[config.mk]
export PLATFORM = sky130hd
export DESIGN_NAME = output_pingpong_packer
export DESIGN_NICKNAME = d
export VERILOG_FILES = /design/src/rtl/npu_out_pkg.sv /design/src/rtl/lane_assembler.sv /design/src/rtl/output_pingpong_packer.sv
export SDC_FILE = /design/constraint.sdc
export NUM_CORES = 1
export LEC_CHECK = 0
export CAP_MARGIN = 40
export CORE_MARGIN = 4
export CORE_UTILIZATION = 58
export CTS_BUF_LIST = sky130_fd_sc_hd__clkbuf_2
export DETAILED_ROUTE_END_ITERATION = 7
export HOLD_SLACK_MARGIN = 0.05
export PLACE_DENSITY = 0.9
export SYNTH_ARGS = -nofsm -noshare
export SYNTH_HDL_FRONTEND = slang
export SYNTH_HIERARCHICAL = 1
export SYNTH_SLANG_ARGS = --single-unit
export TNS_END_PERCENT = 30
[constraint.sdc]
create_clock -name clk -period 3.39 [get_ports clk]
set_input_delay 0.678 -clock clk [delete_from_list [all_inputs] [get_ports clk]]
set_output_delay 0.678 -clock clk [all_outputs]
set_load 0.01 [all_outputs]
[src/rtl/npu_out_pkg.sv]
// Shared types, default geometry and width helpers for the NPU output packing stage.
package npu_out_pkg;

    typedef enum logic [1:0] {
        FILL      = 2'd0,
        DRAIN     = 2'd1,
        WAIT_BANK = 2'd2
    } state_e;

    localparam int DEF_DATA_W      = 32;
    localparam int DEF_PACK        = 2;
    localparam int FRAME_WIDTH     = 640;
    localparam int FRAME_HEIGHT    = 480;
    localparam int DEF_FRAME_LINES = FRAME_WIDTH * FRAME_HEIGHT / DEF_PACK;
    localparam int DEF_ADDR_W      = 18;

    // Bits needed to hold the value n itself (counters that reach their limit).
    function automatic int cnt_w(input int n);
        return (n < 2) ? 1 : $clog2(n + 1);
    endfunction

    // Bits needed to index 0..n-1.
    function automatic int idx_w(input int n);
        return (n < 2) ? 1 : $clog2(n);
    endfunction

endpackage

[src/rtl/lane_assembler.sv]
// Collects PACK consecutive words into one line (lane 0 in the LSBs) and
// emits the finished line together with a one-cycle valid pulse.
module lane_assembler
    import npu_out_pkg::*;
#(
    parameter int DATA_W = DEF_DATA_W,
    parameter int PACK   = DEF_PACK
) (
    input  logic                   clk,
    input  logic                   rst_n,
    input  logic                   word_valid_i,
    input  logic [DATA_W-1:0]      word_i,
    output logic                   line_valid_o,
    output logic [DATA_W*PACK-1:0] line_o
);

    logic                   line_valid_q;
    logic [DATA_W*PACK-1:0] line_q;

    generate
        if (PACK == 1) begin : g_single
            always_ff @(posedge clk or negedge rst_n) begin
                if (!rst_n) begin
                    line_valid_q <= 1'b0;
                    line_q       <= '0;
                end else begin
                    line_valid_q <= word_valid_i;
                    if (word_valid_i) begin
                        line_q <= word_i;
                    end
                end
            end
        end else begin : g_multi
            localparam int LANE_W = idx_w(PACK);

            logic [LANE_W-1:0]          lane_idx_q;
            logic [DATA_W*(PACK-1)-1:0] asm_q;

            // NOTE: the assembly register is reset too, so a line cut short by reset never leaks into the next one.
            always_ff @(posedge clk or negedge rst_n) begin
                if (!rst_n) begin
                    line_valid_q <= 1'b0;
                    line_q       <= '0;
                    lane_idx_q   <= '0;
                    asm_q        <= '0;
                end else begin
                    line_valid_q <= 1'b0;
                    if (word_valid_i) begin
                        if (lane_idx_q == LANE_W'(PACK - 1)) begin
                            line_q       <= {word_i, asm_q};
                            line_valid_q <= 1'b1;
                            lane_idx_q   <= '0;
                        end else begin
                            for (int l = 0; l < PACK - 1; l++) begin
                                if (lane_idx_q == LANE_W'(l)) begin
                                    asm_q[l*DATA_W +: DATA_W] <= word_i;
                                end
                            end
                            lane_idx_q <= lane_idx_q + 1'b1;
                        end
                    end
                end
            end
        end
    endgenerate

    assign line_valid_o = line_valid_q;
    assign line_o       = line_q;

endmodule

[src/rtl/output_pingpong_packer.sv]
// Drains the NPU output FIFO, packs words into RAM lines and fills two RAM
// banks alternately, handing each complete frame to the reader via frame_ready.
module output_pingpong_packer
    import npu_out_pkg::*;
#(
    parameter int DATA_W      = DEF_DATA_W,
    parameter int PACK        = DEF_PACK,
    parameter int ADDR_W      = DEF_ADDR_W,
    parameter int FRAME_LINES = DEF_FRAME_LINES
) (
    input  logic                   clk,
    input  logic                   reset,
    input  logic                   output_fifo_empty,
    input  logic [DATA_W-1:0]      output_data,
    output logic                   output_fifo_read_enable,
    output logic                   ram_we,
    output logic [ADDR_W:0]        ram_waddr,
    output logic [DATA_W*PACK-1:0] ram_wdata,
    input  logic [1:0]             frame_ack,
    output logic [1:0]             frame_ready,
    output logic [15:0]            frame_count,
    output logic                   busy
);

    localparam int TOTAL_WORDS = FRAME_LINES * PACK;
    localparam int REQ_W       = cnt_w(TOTAL_WORDS);

    state_e                 state_q, state_d;
    logic [REQ_W-1:0]       req_cnt_q, req_cnt_d;
    logic [ADDR_W-1:0]      line_idx_q, line_idx_d;
    logic                   bank_q, bank_d;
    logic [1:0]             frame_ready_q, frame_ready_d;
    logic [15:0]            frame_count_q;
    logic                   rd_v_q;
    logic                   pop;
    logic                   line_valid;
    logic                   last_line;
    logic [DATA_W*PACK-1:0] line_data;

    lane_assembler #(
        .DATA_W (DATA_W),
        .PACK   (PACK)
    ) u_lane_assembler (
        .clk          (clk),
        .rst_n        (reset),
        .word_valid_i (rd_v_q),
        .word_i       (output_data),
        .line_valid_o (line_valid),
        .line_o       (line_data)
    );

    assign last_line = line_valid && (line_idx_q == ADDR_W'(FRAME_LINES - 1));

    // NOTE: every signal gets its default before the case, so no path can leave one unassigned and infer a latch.
    always_comb begin
        state_d       = state_q;
        req_cnt_d     = req_cnt_q;
        line_idx_d    = line_idx_q;
        bank_d        = bank_q;
        frame_ready_d = frame_ready_q & ~frame_ack;
        pop           = 1'b0;

        if (line_valid) begin
            line_idx_d = line_idx_q + 1'b1;
        end

        unique case (state_q)
            FILL: begin
                // Gated by reset so the pop request drops the moment reset asserts.
                pop = reset && !output_fifo_empty && (req_cnt_q < REQ_W'(TOTAL_WORDS));
                if (pop) begin
                    req_cnt_d = req_cnt_q + 1'b1;
                    if (req_cnt_q == REQ_W'(TOTAL_WORDS - 1)) begin
                        state_d = DRAIN;
                    end
                end
            end
            DRAIN: begin
                if (last_line) begin
                    frame_ready_d[bank_q] = 1'b1;
                    bank_d                = ~bank_q;
                    req_cnt_d             = '0;
                    line_idx_d            = '0;
                    state_d = (frame_ready_q[~bank_q] && !frame_ack[~bank_q]) ? WAIT_BANK : FILL;
                end
            end
            WAIT_BANK: begin
                if (frame_ack[bank_q]) begin
                    state_d = FILL;
                end
            end
            default: state_d = FILL;
        endcase
    end

    always_ff @(posedge clk or negedge reset) begin
        if (!reset) begin
            state_q       <= FILL;
            req_cnt_q     <= '0;
            line_idx_q    <= '0;
            bank_q        <= 1'b0;
            frame_ready_q <= '0;
            frame_count_q <= '0;
            rd_v_q        <= 1'b0;
        end else begin
            state_q       <= state_d;
            req_cnt_q     <= req_cnt_d;
            line_idx_q    <= line_idx_d;
            bank_q        <= bank_d;
            frame_ready_q <= frame_ready_d;
            rd_v_q        <= pop;
            if (last_line) begin
                frame_count_q <= frame_count_q + 16'd1;
            end
        end
    end

    assign output_fifo_read_enable = pop;
    assign ram_we                  = line_valid;
    assign ram_waddr               = {bank_q, line_idx_q};
    assign ram_wdata               = line_data;
    assign frame_ready             = frame_ready_q;
    assign frame_count             = frame_count_q;
    assign busy                    = (state_q != FILL) || rd_v_q;

endmodule

After elaboration in Yosys (flattened, before gate mapping)
Cells that the tools add are included.
{ "word_totals": {"ff_bits": 157, "inputBits": 37, "output_inout_bits": 104, "elab_cells": 74} }
{ "op_classes": {"addsub": 4, "order_cmp": 4, "eq_ne": 8, "mux": 26, "bitwise_logic": 5, "reduce_logical": 16} }
{ "op_table": {"columns": ["op", "count"], "rows": [
  ["$mux W18", 3],
  ["$mux W19", 2],
  ["$pmux W19 S2", 1],
  ["$add A19 B1 Y19 const B", 1],
  ["$eq A19 B19 Y1 const B", 1],
  ["$lt A19 B19 Y1 const B", 1],
  ["$add A18 B1 Y18 const B", 1],
  ["$eq A18 B18 Y1 const B", 1],
  ["$add A16 B1 Y16 const B", 1],
  ["$mux W2", 7],
  ["$mux W1", 11],
  ["$ne A2 B2 Y1 const B", 4],
  ["$pmux W2 S3", 1],
  ["$reduce_and A2 Y1", 3],
  ["$logic_and A1 B1 Y1", 5],
  ["$lt A1 B2 Y1 const B", 2],
  ["$reduce_and A4 Y1", 1],
  ["$reduce_bool A2 Y1", 2],
  ["$reduce_and A3 Y1", 1],
  ["$and A2 B2 Y2", 1],
  ["$eq A2 B1 Y1 const B", 1],
  ["$eq A2 B2 Y1 const B", 1],
  ["$logic_not A1 Y1", 2],
  ["$logic_not A2 Y1", 1],
  ["7 further kinds", 8]
]} }

Longest topological paths before layout
Gate-level depths: netlist of the first run.
{ "logic_depth": {"depth_word": 8, "ltp_mapped": 7, "depth_no_buf": 5} }

Cells and area by module
The synthesis of the first run kept the hierarchy.
{ "by_module_without_submodules": {"columns": ["mod", "n_inst", "cells_per_inst", "area_per_inst_um2", "seq_area_each_um2"], "rows": [
  ["lane_assembler", 1, 209, 3970.1, 2452.4],
  ["output_pingpong_packer", 1, 294, 3085.5, 1476.4]
]} }

Worst setup path before layout of the first run
No wires, ideal clock.
{ "synth_path": {"path_type": "input -> output", "start": "in output_fifo_empty", "end": "out output_fifo_read_enable", "arrival_ns": 1.421, "required_time_ns": 2.712, "setup_slack_ns": 1.291, "path_stages": 4, "n_path_buf": 1, "path_cell_list": "nor4b_4 > o211ai_4 > clkbuf_1 > inv_1"} }
{ "synth_via": {"elab_chain_len": 4} }
{ "synth_rtl": {"columns": ["element", "line_no", "rtl"], "rows": [
  ["start, declared", "output_pingpong_packer.sv:13", "input logic output_fifo_empty,"],
  ["$logic_not A1 Y1", "output_pingpong_packer.sv:70", "pop = reset && !output_fifo_empty && (req_cnt_q < REQ_W'(TOTAL_WORDS));"],
  ["$logic_and A1 B1 Y1 (2 in series)", "output_pingpong_packer.sv:70", null],
  ["$mux W1", "output_pingpong_packer.sv:67", "unique case (state_q)"],
  ["end, declared", "output_pingpong_packer.sv:15", "output logic output_fifo_read_enable,"]
]} }
No other way between the ends.

Worst setup path in the final report of the first run
{ "layout_path": {"start": "in reset", "end": "out output_fifo_read_enable"} }
{ "layout_via": {"elab_chain_len": 3} }
{ "layout_rtl": {"columns": ["element", "line_no", "rtl"], "rows": [
  ["start, declared", "output_pingpong_packer.sv:12", "input logic reset,"],
  ["$logic_and A1 B1 Y1 (2 in series)", "output_pingpong_packer.sv:70", null],
  ["$mux W1", "output_pingpong_packer.sv:67", null]
]} }
No other way between the ends.

==> results of run 1 <==
==> kinds of logic after synthesis <==
logic type,Yosys count,synth area share [%]
mux,99,20.0
flops,157,55.7
compound gates,46,4.24
fa+ha+maj,3,0.532
simple gates,130,11.9
buf+inv,35,3.60
xor+xnor,33,4.10
==> layout by cell type, fill, tap and decap left out, types with 8 or more instances in the layout <==
| cell type | instances |
|---|---|
| a21oi_1 | 17 |
| clkbuf_2 | 17 |
| clkdlybuf4s50_1 | 139 |
| dfrtp_1 | 157 |
| inv_1 | 12 |
| mux2_2 | 18 |
| mux2_4 | 79 |
| nand2_1 | 15 |
| nand3_1 | 20 |
| nand4_1 | 14 |
| nor2_1 | 14 |
| nor3_1 | 8 |
| o21ai_0 | 8 |
| o31ai_1 | 12 |
| or4_1 | 11 |
| xnor2_1 | 14 |
| xor2_1 | 19 |
==> path summary, 6_finish.rpt <==
path | from | to
min | reset | u_lane_assembler/line_o[61]$_DFFE_PN0P_
max reg2reg | line_idx_q[0]$_DFF_PN0_ | bank_q$_DFFE_PN0P_
min in group clk | frame_count[15]$_DFFE_PN0P_ | frame_count[15]$_DFFE_PN0P_
min reg2reg | frame_count[15]$_DFFE_PN0P_ | frame_count[15]$_DFFE_PN0P_
max | reset | output_fifo_read_enable
max in group asynchronous | reset | req_cnt_q[9]$_DFFE_PN0P_
==> cell type report <==
class                           count  area [um^2]
Tap cell                          147          184
Fill cell                         769         3150
Inverter                           12         45.0
Clock inverter                     15          184
Clock buffer                       17         85.1
Sequential cell                   157         3930
Multi-Input combinational cell    311         2880
Timing Repair Buffer              148         1500
==> per-layer routing <==
| metal | wire (um) | GRT usage, % |
|---|---|---|
| met4 | 228 | 6.59 |
| met5 | 0 | 0 |
| met3 | 637 | 5.07 |
| met2 | 7330 | 36.0 |
| met1 | 6410 | 28.8 |
==> stage by stage <==
stage          worst slack [ps]  utilization [%]  hold slack (ps)  std cells
5_1_grt                     133             73.6              258        807
3_3_place_gp                525             71.1              461        773
6_report                    215             73.6              333        807
2_1_floorplan              1290                -              382        503
3_5_place_dp                515             71.3              470        774
4_1_cts                     206             73.6              281        807
==> registers in the layout, indices dropped and copies added, names as in the netlist <==
name	count
state_q	2
rd_v_q	1
frame_ready	2
u_lane_assembler/line_o	64
frame_count	16
bank_q	1
u_lane_assembler/g_multi.asm_q	32
req_cnt_q	19
u_lane_assembler/g_multi.lane_idx_q	1
line_idx_q	18
u_lane_assembler/line_valid_o	1
==> worst register-to-register path: cells and delay by family, from the launching register on <==
kind                       cells  cell delay [ps]
buffers and inverters          1              320
adders and majority gates      1              260
DFF                            1              510
and+or+nand+nor                3              930
xor gates and xnor gates       1              180
==> power by group <==
group / switching (mW) / total [mW] / internal, mW
combinational: 0.0810 / 0.202 / 0.121
sequential: 0.0227 / 1.94 / 1.91
clock: 0.686 / 1.11 / 0.425
==> timing repair <==
item / 4_1_cts / 5_1_grt
hold buffers: 1 / 0
hold endpoints to repair: 30 / 0
setup buffers: 0 / 0
==> run_results.csv, run 1 <==
group,metric,value,unit
setup_path,r2r_slack,1140,ps
synth,yosys.area.top_type_share,55.7,%
timing,finClkSkew,31.5,ps
synth,yosysTopAreaCell,"dfrtp_1",
final_layout,final_area,8810,um^2
final_layout,finalNetCount,687,
synth,ys_seq_area_share,55.7,%
timing,setup_tns,0,ps
power_and_ir_drop,p_per_area,369,nW/um^2
route,dr.first_iter.drc_count,378,
final_layout,area_growth,24.8,%
setup_path,path_buf_inv,4,
route,drc,0,
route,drtAntennaViolNets,0,
grt,grt_max_degree,66,
power_and_ir_drop,p_total,3.25,mW
power_and_ir_drop,leakagePower,4.16,nW
die,core_region_area,12000,um^2
route,firstDrtPassIters,7,
setup_path,cp_slowest_cell,"clkdlybuf4s50_1",
setup_path,start_kind,"input pin",
route,via_count,4600,
power_and_ir_drop,peakVddDrop,0.159,mV
timing,relSlewSlack,44.9,%
synth,synth_cells,503,
final_layout,antenna_cells,0,
die,io_pins,141,
setup_path,worstSetupPathType,"input pin to primary output",
timing,fin_crit_sh,93.7,%
timing,tightest_slew,827,ps
worst_hold_path,hp-class,"input pin to asynchronous set/reset pin",
timing,hold_viol_final,0,
clocking,numCtsBuffers,17,
route,wl_per_cell,18.1,um
synth,synthTopCellsByArea,"dfrtp_1, mux2_4, mux2_2",
job,drv_cap,0,
clocking,insertion_delay,700,ps
placed_design,post-dp-hpwl,10400,um
die,core.rowCount,40,
grt,grt_use_total,21.8,%
synth,synth_flop_cell,"dfrtp_1",
grt,grt_pass1_vias,4848,
timing,finalSetupViolCount,0,
setup_path,path_max_fanout,14,
route,routed_wl,14600,um
timing,min_period,3170,ps
placed_design,port_buffers,140,
synth,synthArstFlopShare,100,%
die,die_h,118,um
synth,synth_edf_count,0,
synth,synth-seq-cells,157,
placed_design,gp_congestion,0.801,
synth,synthTopCellsByCount,"dfrtp_1, mux2_4, nand3_1",
setup_path,crit_chain,"dlygate4sd3_1, buf_6, nor4b_4, o211ai_4, inv_1, clkdlybuf4s50_1",
die,die_width,118,um
grt,grt_pass1_wl,24800,um
clocking,htreeDepth,4,
setup_path,cpLargestDelayFamily,"buffers and inverters",
die,die_area,14000,um^2
synth,synth.cell_area,7060,um^2
placed_design,place_area,8530,um^2
synth,syn_area_per_cell,14.0,um^2
clocking,cts-root-buf,"clkbuf_2",
setup_path,arrival,2500,ps
synth,yosysMostFrequentCell,"dfrtp_1",
die,start_util,59.0,%
clocking,max-clock-path-buffers,2,
timing,max_freq,0.315,GHz
grt,antenna_found_initial,0,
timing,rsz0062_at_grt,"no",
setup_path,cp.depth,6,
clocking,clkTransAtPathRegs,230,ps
setup_path,slowest_delay,560,ps
clocking,cts-resized-gates,0,
timing,slew_viol_final,0,
route,viasPerCell,5.70,
setup_path,worst_ep_required_time,2710,ps
setup_path,worst-r2r-cell-count,6,
grt,gr-total-overflow,0,
clocking,tritoncts,"built",
status,status,"finished, final reports clean",
clocking,cts_sinks,157,
setup_path,end_kind,"primary output",
synth,synth_warnings,6,
final_layout,drive_gt1_share,23.5,%
synth,syn_nets,543,
synth,synth_cell_types,51,
No activity file was read; power rests on OpenSTA's default activity.
==> run 2, diff against run 1 <==
- CORE_UTILIZATION: 58 -> 53
- PLACE_DENSITY: 0.9 -> 0.84
- clock period: 3.39 -> 3.05 ns (I/O delays scaled with it)
==> run_results.csv, run 2 (synthesis results as in run 1) <==
group,metric,value,unit
power_and_ir_drop,power.share.switching,26.7,%
placed_design,gp_congestion,0.813,
timing,setup_tns,0,ps
final_layout,antenna_cells,0,
power_and_ir_drop,p_seq_share,63.6,%
timing,hold_viol_final,0,
setup_path,worst_ep_required_time,2440,ps
setup_path,cp_slowest_cell,"dfrtp_2",
final_layout,area_growth,24.1,%
route,met1_length,6840,um
timing,slew_viol_final,0,
route,via_count,4613,
setup_path,path_max_fanout,4,
power_and_ir_drop,leakagePower,4.12,nW
die,die_area,15200,um^2
final_layout,utilization,68.3,%
power_and_ir_drop,peakVddDrop,0.180,mV
die,core.rowCount,41,
grt,grt_pass1_wl,24100,um
worst_hold_path,min-delay-start,"output_data[11]",
setup_path,worstSetupPathType,"register to primary output",
setup_path,start_kind,"register",
route,firstDrtPassIters,5,
timing,finClkSkew,24.0,ps
die,die_width,123,um
route,viasPerCell,5.56,
clocking,cts-root-buf,"clkbuf_2",
power_and_ir_drop,power.switching,0.903,mW
power_and_ir_drop,cellInternalPower,2.48,mW
timing,finalSetupViolCount,0,
clocking,insertion_delay,750,ps
timing,rsz0062_at_grt,"no",
final_layout,fillers,932,
setup_path,end_kind,"primary output",
clocking,cts_sinks,157,
final_layout,largest_reg_flops,64,
setup_path,rr_endpoint,"bank_q$_DFFE_PN0P_",
final_layout,finalNetCount,685,
clocking,numCtsBuffers,17,
timing,fin_crit_sh,88.9,%
route,drc,0,
power_and_ir_drop,clockPowerShare,29.9,%
route,routed_wl,15200,um
grt,grt_max_degree,158,
route,highest-signal-layer,"met4",
timing,max_freq,0.369,GHz
setup_path,path_buf_inv,1,
setup_path,r2r_slack,670,ps
route,drtAntennaViolNets,0,
final_layout,drive_gt1_share,23.6,%
die,die_h,123,um
route,wl_per_cell,18.3,um
clocking,cts_setup_buffers,0,
placed_design,port_buffers,140,
timing,min_period,2710,ps
setup_path,arrival,2100,ps
timing,tightest_slew,812,ps
setup_path,cpLargestDelayFamily,"flip-flops",
grt,grt_use_total,20.2,%
power_and_ir_drop,p_per_area,387,nW/um^2
die,core_region_area,12800,um^2
worst_hold_path,hold_path_depth,2,
setup_path,worstReg2RegStart,"line_idx_q[0]$_DFF_PN0_",
timing,relSlewSlack,45.9,%
power_and_ir_drop,comb_power_share,6.5,%
clocking,clkTransAtPathRegs,250,ps
placed_design,place_inst,797,
die,start_util,55.0,%
clocking,max-clock-path-buffers,2,
route,dr.first_iter.drc_count,323,
timing,hold_ws,483,ps
final_layout,finalNonFillerCells,830,
job,drv_cap,0,
setup_path,worst-r2r-cell-count,6,
clocking,htreeDepth,4,
route,wl_met3,815,um
grt,antenna_found_initial,0,
worst_hold_path,holdPathEnd,"u_lane_assembler/g_multi.asm_q[11]$_DFFE_PN0P_",
power_and_ir_drop,p_total,3.39,mW
grt,gr-total-overflow,0,
worst_hold_path,hp-class,"input pin to register",
final_layout,final_common_cell,"dfrtp_1",
grt,grt_pass1_vias,4706,
status,status,"finished, final reports clean",
die,io_pins,141,
placed_design,post-dp-hpwl,10500,um
route,met2WireLength,7380,um
setup_path,cp.depth,2,
final_layout,layout_common_cells,"dfrtp_1, clkdlybuf4s50_1, mux2_4",
setup_path,crit_chain,"or3_1, clkdlybuf4s50_1",
setup_path,slowest_delay,490,ps
clocking,tritoncts,"built",
## run 2: layout make-up
cell class	instances	area (um^2)	area share (%)
sequential	157	3930	44.9
multi-input combinational	311	2880	32.9
timing repair buffer	146	1480	16.9
tap	172	215	2.46
clock inverter	15	116	1.33
clock buffer	17	85.1	0.972
inverter	12	45.0	0.515
## run 2: power by group through the flow
stage	registers [mW]	logic, mW	clock network, mW
after CTS	2.15	0.227	1.04
after global routing	2.16	0.240	1.13
after floorplan	2.19	0.0585	0
after detailed placement	2.19	0.224	0
final	2.15	0.221	1.01
after global placement	2.18	0.217	0
## run 2: repair_timing
item	CTS	global route
hold buffers	1	0
endpoints found under the hold margin	157	0
endpoints found under the setup margin	0	1
gates resized for setup	0	4
## run 2: metal layers
metal	GRT usage [%]	vias up
met5	0	-
met4	6.02	0
met3	5.22	15
met2	31.4	142
met1	28.1	2344
li1	-	2112
## run 2: worst reg2reg max path, stage by stage, from the launching register on
cell and delay [ps]:
dfrtp_1 490, ha_1 250, nand4_4 150, or3_4 560, nor3_4 360, buf_4 330, xor2_1 180
## run 2: how the worst max path moves through the flow
stage / slack [ps] / end / from
finish: 340 / busy / state_q[0]$_DFFE_PN0P_
global route: 220 / busy / state_q[0]$_DFFE_PN0P_
CTS: 5 / output_fifo_read_enable / state_q[0]$_DFFE_PN0P_
detailed placement: 280 / output_fifo_read_enable / output_fifo_empty
global placement: 320 / output_fifo_read_enable / output_fifo_empty
floorplan: 1010 / frame_count[1]$_DFFE_PN0P_ / line_idx_q[0]$_DFF_PN0_
## run 2: stage by stage
step	instance area, um^2	setup WS, ps
4_1_cts	8750	4.95
6_report	8750	340
3_5_place_dp	8540	283
2_1_floorplan	7060	1010
5_1_grt	8750	220
3_3_place_gp	8540	324
